--- src/rtl/exc_sequencer.sv ---
// Exception/interrupt sequencer between decode and CP0: synchronizes external
// interrupt lines, arbitrates against software exceptions, and sequences handler entry/return.
module exc_sequencer #(
   parameter logic [31:0] HANDLER_VEC = 32'h0000_0008
) (
   input  logic        clk,
   input  logic        rst,
   input  logic [5:0]  ext_int_i,
   input  logic        status_ie_i,
   input  logic [5:0]  status_im_i,
   input  logic        id_valid_i,
   input  logic [31:0] id_pc_i,
   input  logic        stall_i,
   input  logic [3:0]  sw_exc_i,
   input  logic        eret_i,
   input  logic [31:0] cp0_epc_i,
   output logic        exception_o,
   output logic [31:0] epc_o,
   output logic [5:0]  ext_int_o,
   output logic [4:0]  exc_code_o,
   output logic        flush_o,
   output logic        pc_redirect_o,
   output logic [31:0] pc_target_o,
   output logic        in_service_o
);

   typedef enum logic [1:0] {
      S_IDLE    = 2'd0,
      S_TAKE    = 2'd1,
      S_SERVICE = 2'd2,
      S_RETURN  = 2'd3
   } state_t;

   state_t      r_state;
   state_t      w_state_next;

   logic [5:0]  w_rise;
   logic [5:0]  w_clr;
   logic [5:0]  w_pend_next;
   logic [5:0]  r_pend;
   logic [5:0]  w_masked;

   logic [4:0]  w_sw_code;
   logic [5:0]  w_int_onehot;
   logic [4:0]  w_code;
   logic [5:0]  w_int_sel;
   logic        w_decide;

   logic [31:0] r_epc_lat;
   logic [4:0]  r_code_lat;
   logic [5:0]  r_pend_lat;
   logic [5:0]  r_int_sel;
   logic [31:0] r_ret_target;

   logic        r_exception;
   logic [31:0] r_epc_out;
   logic [5:0]  r_ext_out;
   logic [4:0]  r_code_out;
   logic        r_flush;
   logic        r_redirect;
   logic [31:0] r_target;
   logic        r_in_service;

   // Per-line two-flop synchronizer followed by an edge register; a held level
   // yields a single rising-edge event.
   genvar gi;
   generate
      for (gi = 0; gi < 6; gi++) begin : g_sync
         logic r_s1;
         logic r_s2;
         logic r_e;

         always_ff @(posedge clk) begin
            if (rst) begin
               r_s1 <= 1'b0;
               r_s2 <= 1'b0;
               r_e  <= 1'b0;
            end else begin
               r_s1 <= ext_int_i[gi];
               r_s2 <= r_s1;
               r_e  <= r_s2;
            end
         end

         assign w_rise[gi]      = r_s2 & ~r_e;
         // A fresh edge in the same cycle as the clear keeps the bit set.
         assign w_pend_next[gi] = (r_pend[gi] & ~w_clr[gi]) | w_rise[gi];
      end
   endgenerate

   assign w_clr    = (r_state == S_TAKE) ? r_int_sel : 6'd0;
   assign w_masked = r_pend & status_im_i & {6{status_ie_i & ~r_in_service}};
   assign w_decide = id_valid_i & ~stall_i;

   always_ff @(posedge clk) begin
      if (rst) begin
         r_pend <= 6'd0;
      end else begin
         r_pend <= w_pend_next;
      end
   end

   // Lowest software exception bit wins; highest masked interrupt bit wins.
   always_comb begin
      w_sw_code = 5'd0;
      casez (sw_exc_i)
         4'b???1: w_sw_code = 5'd12;
         4'b??10: w_sw_code = 5'd10;
         4'b?100: w_sw_code = 5'd8;
         4'b1000: w_sw_code = 5'd9;
         default: w_sw_code = 5'd0;
      endcase
   end

   always_comb begin
      w_int_onehot = 6'd0;
      for (int i = 0; i < 6; i++) begin
         if (w_masked[i]) begin
            w_int_onehot    = 6'd0;
            w_int_onehot[i] = 1'b1;
         end
      end
   end

   always_ff @(posedge clk) begin
      if (rst) begin
         r_state <= S_IDLE;
      end else begin
         r_state <= w_state_next;
      end
   end

   always_comb begin
      w_state_next = r_state;
      w_code       = 5'd0;
      w_int_sel    = 6'd0;
      case (r_state)
         S_IDLE: begin
            if (w_decide) begin
               if (|sw_exc_i) begin
                  w_state_next = S_TAKE;
                  w_code       = w_sw_code;
               end else if (|w_masked) begin
                  w_state_next = S_TAKE;
                  w_int_sel    = w_int_onehot;
               end else if (eret_i) begin
                  w_state_next = S_RETURN;
               end
            end
         end
         S_TAKE:    w_state_next = S_SERVICE;
         S_SERVICE: begin
            if (eret_i && w_decide) begin
               w_state_next = S_RETURN;
            end
         end
         S_RETURN:  w_state_next = S_IDLE;
         default:   w_state_next = S_IDLE;
      endcase
   end

   always_ff @(posedge clk) begin
      if (rst) begin
         r_epc_lat    <= 32'd0;
         r_code_lat   <= 5'd0;
         r_pend_lat   <= 6'd0;
         r_int_sel    <= 6'd0;
         r_ret_target <= 32'd0;
      end else begin
         if (w_state_next == S_TAKE) begin
            r_epc_lat  <= id_pc_i;
            r_code_lat <= w_code;
            r_pend_lat <= r_pend;
            r_int_sel  <= w_int_sel;
         end
         if (w_state_next == S_RETURN) begin
            r_ret_target <= cp0_epc_i;
         end
      end
   end

   // Output flops load from the next state so each pulse lines up with its state.
   always_ff @(posedge clk) begin
      if (rst) begin
         r_exception  <= 1'b0;
         r_epc_out    <= 32'd0;
         r_ext_out    <= 6'd0;
         r_code_out   <= 5'd0;
         r_flush      <= 1'b0;
         r_redirect   <= 1'b0;
         r_target     <= 32'd0;
         r_in_service <= 1'b0;
      end else begin
         r_exception  <= (w_state_next == S_TAKE);
         r_epc_out    <= (w_state_next == S_TAKE) ? id_pc_i : 32'd0;
         r_ext_out    <= (w_state_next == S_TAKE) ? r_pend : 6'd0;
         r_code_out   <= (w_state_next == S_TAKE) ? w_code : 5'd0;
         r_flush      <= (w_state_next == S_TAKE) || (w_state_next == S_RETURN);
         r_redirect   <= (w_state_next == S_TAKE) || (w_state_next == S_RETURN);
         r_in_service <= (w_state_next == S_SERVICE);
         case (w_state_next)
            S_TAKE:   r_target <= HANDLER_VEC;
            S_RETURN: r_target <= cp0_epc_i;
            default:  r_target <= 32'd0;
         endcase
      end
   end

   assign exception_o   = r_exception;
   assign epc_o         = r_epc_out;
   assign ext_int_o     = r_ext_out;
   assign exc_code_o    = r_code_out;
   assign flush_o       = r_flush;
   assign pc_redirect_o = r_redirect;
   assign pc_target_o   = r_target;
   assign in_service_o  = r_in_service;

endmodule

--- config.mk ---
export PLATFORM = sky130hd
export DESIGN_NAME = exc_sequencer
export DESIGN_NICKNAME = d
export VERILOG_FILES = /design/src/rtl/exc_sequencer.sv
export SDC_FILE = /design/constraint.sdc
export NUM_CORES = 1
export LEC_CHECK = 0
export BUFFER_PORTS_ARGS = -buffer_cell sky130_fd_sc_hd__clkbuf_2
export CAP_MARGIN = 15
export CORE_ASPECT_RATIO = 0.8
export CORE_MARGIN = 2
export CORE_UTILIZATION = 40
export DETAILED_ROUTE_END_ITERATION = 7
export GPL_TIMING_DRIVEN = 1
export PLACE_DENSITY_LB_ADDON = 0.08
export SYNTH_ARGS = -nofsm -noshare
export SYNTH_HDL_FRONTEND = slang
export SYNTH_SLANG_ARGS = --single-unit
export TNS_END_PERCENT = 50
--- constraint.sdc ---
create_clock -name clk -period 5.1 [get_ports clk]
set_input_delay 1.02 -clock clk [delete_from_list [all_inputs] [get_ports clk]]
set_output_delay 1.02 -clock clk [all_outputs]
set_load 0.005 [all_outputs]
## Yosys cells after proc, flatten, opt, wreduce, memory -nomap -nowiden

Index checks and enable logic that the tools add are counted.

- Equal/unequal tests: 9
- Multiplexer cells: 19
- Bitwise logic cells: 40
- Reduce and logical (&&, ||, !) cells: 7

Operator list:

| kind | number |
|---|---|
| 32-bit one-hot mux with 2 select lines | 1 |
| 6-bit 2-to-1 mux | 10 |
| 1-bit inverter | 18 |
| 4-bit one-hot mux with 4 select lines | 1 |
| 1-bit AND | 14 |
| 6-bit AND | 2 |
| 2-bit == test (second input constant) | 5 |
| 2-bit 2-to-1 mux | 5 |
| 2-bit one-hot mux with 4 select lines | 1 |
| 1-bit OR | 6 |
| 6-bit OR reduction | 1 |
| 5-bit OR reduction | 1 |
| 2-bit by 1-bit == test with 1-bit output (second input constant) | 2 |
| 4-bit == test (second input constant) | 1 |
| 4-bit OR reduction | 1 |
| 3-bit == test (second input constant) | 1 |
| 2-bit logical NOT | 1 |
| 2-bit OR reduction | 1 |
| 1-bit logical AND | 1 |
| 1-bit logical OR | 1 |
| 1-bit 2-to-1 mux | 1 |

- Register bits: 110
- Bits of input ports: 86
- Output and inout bits: 79

## Depth between registers and ports, before layout

- Depth in word-level cells: 13
- Gate-level depth with buffers: 8
- Gate-level depth less buffers: 6

## Worst setup path after synthesis

Ideal clock, no wire load.

- Kind: input to register
- From: input port status_im_i[2]
- To: register r_epc_out[22] (netlist: epc_o[22])
- Library setup time: 0.131 ns
- Arrival: 2.335 ns
- Required time: 4.969 ns
- Path slack: 2.634 ns
- Stages: 6
- Path buffers: 2
- Cells stage by stage: a222oi_1 -> a311oi_1 -> a211oi_1 -> buf_2 -> buf_4 -> nor3b_1

- Cells in the longest elaborated chain, start to end: 10

RTL lines:

| item | RTL line | text |
|---|---|---|
| start, declared | 10 | `input logic [5:0] status_im_i,` |
| 6-bit AND (2 in series) | 92 | `assign w_masked = r_pend & status_im_i & {6{status_ie_i & ~r_in_service}};` |
| 6-bit OR reduction | 143 | `end else if (\|w_masked) begin` |
| 2-bit 2-to-1 mux | 143 |  |
| 2-bit 2-to-1 mux | 140 | `if (\|sw_exc_i) begin` |
| 2-bit 2-to-1 mux | 139 | `if (w_decide) begin` |
| 2-bit one-hot mux with 4 select lines | 137 | `case (r_state)` |
| 2-bit by 1-bit == test with 1-bit output | 195 | `r_epc_out <= (w_state_next == S_TAKE) ? id_pc_i : 32'd0;` |
| 1-bit inverter (no source line) | -- |  |
| 2-bit OR reduction (no source line) | -- |  |
| end signal, assigned | 195 |  |
| end, declared | 56 | `logic [31:0] r_epc_out;` |

Every way passes these cells.
A chain may end at the register's enable or synchronous reset.

## Worst setup path in the final report

- From: input port status_im_i[2]
- To: register r_target[5] (netlist: pc_target_o[5])

- Cells in the longest elaborated chain, start to end: 9
- Elaborated cells on any way between the ends: 10
- Classes of those cells: eq/ne (2); mux (5); bitwise (2); reduce/logical (1)

RTL lines:

| item | RTL line | text |
|---|---|---|
| 6-bit AND (*) (2 in series) | 92 |  |
| 6-bit OR reduction (*) | 143 |  |
| 2-bit 2-to-1 mux (*) | 143 |  |
| 2-bit 2-to-1 mux (*) | 140 |  |
| 2-bit 2-to-1 mux (*) | 139 |  |
| 2-bit one-hot mux with 4 select lines (*) | 137 |  |
| 2-bit == test or 2-bit by 1-bit == test with 1-bit output (tied branches) | 201 | `case (w_state_next)` |
| 32-bit one-hot mux with 2 select lines (*) | 201 |  |
| end signal, assigned | 203 | `S_RETURN: r_target <= cp0_epc_i;` |
| end, declared | 61 | `logic [31:0] r_target;` |

Mark *: on every way between the ends. The rest lies on a longest branch, timed or not.

==> reports/results.md <==
| Parameter | This run |
| --- | --- |
| Post-route setup TNS | 0 ns |
| Max Cap Violations | 0 |
| Final count of negative-setup-slack endpoints | 0 |
| Final HPWL DP | 5.47 mm |
| Worst-Skew Late Latency | 0.37 ns |
| Final worst path period need | 2.73 ns |
| Master cell of the clock root buffer | sky130_fd_sc_hd__clkbuf_8 |
| Critical path data arrival time | 3.01 ns |
| Count of vias placed by the detailed router | 2,753 |
| Slew margin rel. | 0.397 |
| Cell row count | 30 |
| Kind of start point of the critical path | primary input |
| Number of nets in the layout | 580 |
| Post-synthesis sequential area ratio | 0.607 |
| Placer's final routability congestion estimate | 0.724 |
| Outcome | complete, no violations |
| Worst hold path class | flip-flop to flip-flop |
| Pwr/cell area | 376 nW/um^2 |
| Syn avg cell area | 10.7 sq um |
| Highest attainable clock frequency | 366 MHz |
| Total buffers and inverters traversed by the critical path | 1 |
| First-pass GRT wire length | 11.9 mm |
| Num ports | 165 |
| Static Leak | 2.02 nW |
| Top library cells by usage in the layout, fill and taps aside | 163 x sky130_fd_sc_hd__clkbuf_2, 109 x sky130_fd_sc_hd__dfxtp_1, 42 x sky130_fd_sc_hd__nand2_1, 38 x sky130_fd_sc_hd__nor3b_1, 29 x sky130_fd_sc_hd__nor3_2 |
| Worst-case clock skew | 0.0131 ns |
| Number of buffers added by the clock tree synthesis step | 9 |
| Leading cell type in the layout, fill and taps excluded | sky130_fd_sc_hd__clkbuf_2 |
| CTS resizes | 0 |
| Number of input and output port buffers inserted | 163 |
| Bufs on Longest Clock Path | 2 |
| H-tree depth reported by CTS | 3 |
| Peak per-stage delay on the critical path | 0.91 ns |
| Standard cell with the maximum stage delay on the critical path | sky130_fd_sc_hd__or3_2 |
| Synth Register Bits | 109 |
| Data required time of the critical path | 5.38 ns |
| Number of DRC markers in iteration 0 | 96 |
| Clock edge transition at the registers on the reported setup and hold paths | 0.10 ns |
| Total congestion overflow after global routing | 0 |
| Initial antenna violation count | 0 |
| Clock sinks | 109 |
| DRT Wirelength | 7.78 mm |
| CP Capture Type | flip-flop |
| Clock tree from TritonCTS | done |
| Number of buffers added for setup after CTS | 0 |
| Number of optimization iterations in the first detailed-route pass | 4 |
| Antenna diodes | 0 |
| Post-route DRC violation count | 0 |
| Proportion of layout cells with a drive suffix above 1 | 0.429 |
| Synth Cell Area | 3590 sq um |
| Global router's overall resource usage | 0.161 |
| Slew Limit Fails | 0 |
| Worst vdd ir | 0.168 mV |
| Maximum number of pins on one net before global-route repair | 70 |
| Area growth from synthesis to layout | 29.0% |
| Syn Inst Count | 337 |
| Largest driver fanout on the critical path | 33 |
| Hold buffer count at cts | 0 |
| Die ar. | 9760 sq um |
| Ordered list of cells on the worst path | clkbuf_2, a222oi_1, a311oi_1, or3_2, nor3_1 |
| Antenna viol nets, final | 0 |
| Initial core utilization | 0.418 |
| Number of different library cells in the post-synthesis netlist | 35 |
| Core ar. | 8600 sq um |
| Cell count after placement | 592 |
| Height of the die | 88.8 um |
| Number of non-filler instances in the completed layout | 606 |
| Wire length per cell after detailed routing | 12.8 um |
| Period utilisation layout | 0.535 |
| Number of synthesis warnings | 0 |
| Start-to-end type of the worst setup path | primary input to flip-flop |
| Post-detailed-route via-to-cell ratio | 4.54 |
| Final hold violation count | 0 |
| Vias in the first global route | 2,593 |
| Unrepaired setup endpoints after global routing | no |
| Slew of the pin with the lowest slew margin | 0.905 ns |
| Kind of cell with the highest combined delay on the critical path | simple AND/OR/NAND/NOR gates |
| Net count after synthesis | 426 |
| Floorplan die width | 110 um |
[worst paths after layout]
| kind | end | cells past startpoint | slack (ns) | start |
|---|---|---|---|---|
| setup / recovery | pc_target_o[5]$_SDFF_PP0_ | 5 | 2.37 | status_im_i[2] |
| hold / removal | g_sync[0].r_s2$_SDFF_PP0_ | 1 | 0.44 | g_sync[0].r_s1$_SDFF_PP0_ |
| setup reg to reg | pc_target_o[6]$_SDFF_PP0_ | 6 | 2.50 | r_state[0]$_SDFF_PP0_ |
| hold reg to reg | g_sync[0].r_s2$_SDFF_PP0_ | 1 | 0.44 | g_sync[0].r_s1$_SDFF_PP0_ |
[where the power goes]
| group | internal (mW) | switching [mW] |
|---|---|---|
| clock | 0.173 | 0.269 |
| sequential | 0.911 | 0.0204 |
| combinational | 0.129 | 0.242 |
| total | 1.21 | 0.531 |
[worst reg2reg max path, delay by kind of cell, from the launching register on]
kind,cells,cell delay (ns)
simple gates,3,1.11
buf+inv,1,0.08
fa+ha+maj,1,0.28
compound gates,1,0.64
flops,1,0.34
[final cells by class]
class,count,area (sq um)
Fill cell,828,3960
Multi-Input combinational cell,195,1280
Timing Repair Buffer,167,846
Clock buffer,10,128
Tap cell,112,140
Clock inverter,4,27.5
Sequential cell,109,2180
Inverter,9,33.8
[sequential cells by signal, summed over array words and instances (netlist names), 2 cells and up]
signal       count
g_sync.r_s2      6
g_sync.r_s1      6
pc_target_o     32
exc_code_o       4
epc_o           32
r_int_sel        6
g_sync.r_e       6
ext_int_o        6
r_state          2
r_pend           6
[metrics by stage]
stage	hold WS, ns	setup WS (ns)	utilization	area [sq um]	total power, mW
after global routing	0.461	2.25	0.539	4640	1.85
after floorplan	0.414	2.63	-	3590	1.18
after detailed placement	0.424	1.98	0.521	4480	1.33
final	0.439	2.37	0.539	4640	1.74
after global placement	0.416	2.03	0.521	4480	1.32
after CTS	0.449	2.37	0.539	4640	1.78
[synth_stat cells]
master                        n  area (sq um)
sky130_fd_sc_hd__or3_1        1          6.26
sky130_fd_sc_hd__a311oi_1     1          8.76
sky130_fd_sc_hd__o21ai_0      1          5.00
sky130_fd_sc_hd__o21ai_1      2          10.0
sky130_fd_sc_hd__and3_1       1          6.26
sky130_fd_sc_hd__nor4b_1      1          8.76
sky130_fd_sc_hd__nand2_1     42           158
sky130_fd_sc_hd__a222oi_1     1          10.0
sky130_fd_sc_hd__a21oi_1      7          35.0
sky130_fd_sc_hd__ha_1         3          37.5
sky130_fd_sc_hd__dfxtp_1    109          2180
sky130_fd_sc_hd__nand3b_1     1          7.51
sky130_fd_sc_hd__nand4bb_1    1          11.3
sky130_fd_sc_hd__and3b_1      1          8.76
sky130_fd_sc_hd__nor3b_1     38           285
sky130_fd_sc_hd__buf_4        3          22.5
sky130_fd_sc_hd__or4_1        1          7.51
sky130_fd_sc_hd__nand3_1      5          25.0
sky130_fd_sc_hd__nor4_1       1          6.26
sky130_fd_sc_hd__a22oi_1      1          7.51
sky130_fd_sc_hd__o22a_1       1          8.76
sky130_fd_sc_hd__nor3_2      29           290
sky130_fd_sc_hd__nor3_1       5          25.0
sky130_fd_sc_hd__inv_1        9          33.8
sky130_fd_sc_hd__nor2b_1     24           150
sky130_fd_sc_hd__a211oi_1     1          7.51
sky130_fd_sc_hd__a2111o_1     1          11.3
sky130_fd_sc_hd__clkbuf_1    16          60.1
sky130_fd_sc_hd__buf_6        3          33.8
sky130_fd_sc_hd__and2_1       1          6.26
sky130_fd_sc_hd__o22ai_1      5          31.3
sky130_fd_sc_hd__conb_1       1          3.75
sky130_fd_sc_hd__buf_2        2          10.0
sky130_fd_sc_hd__nand2b_1     2          12.5
sky130_fd_sc_hd__nor2_1      16          60.1
[logic make-up after synthesis]
family	share of synthesized area
AO/OA/AOI/OAI	0.0376
adder cells (fa/ha/maj)	0.0104
buffers and inverters	0.0446
flip-flops	0.607
other	0.00104
AND/OR/NAND/NOR	0.299
[metal layers]
layer | up-vias | global-route usage | share of wire
li1 | 1419 | - | -
met1 | 1212 | 0.187 | 0.43
met2 | 111 | 0.254 | 0.45
met3 | 11 | 0.0817 | 0.11
met4 | 0 | 0.0621 | 0.014
met5 | - | 0 | 0
(Power assumes the default switching activity.)
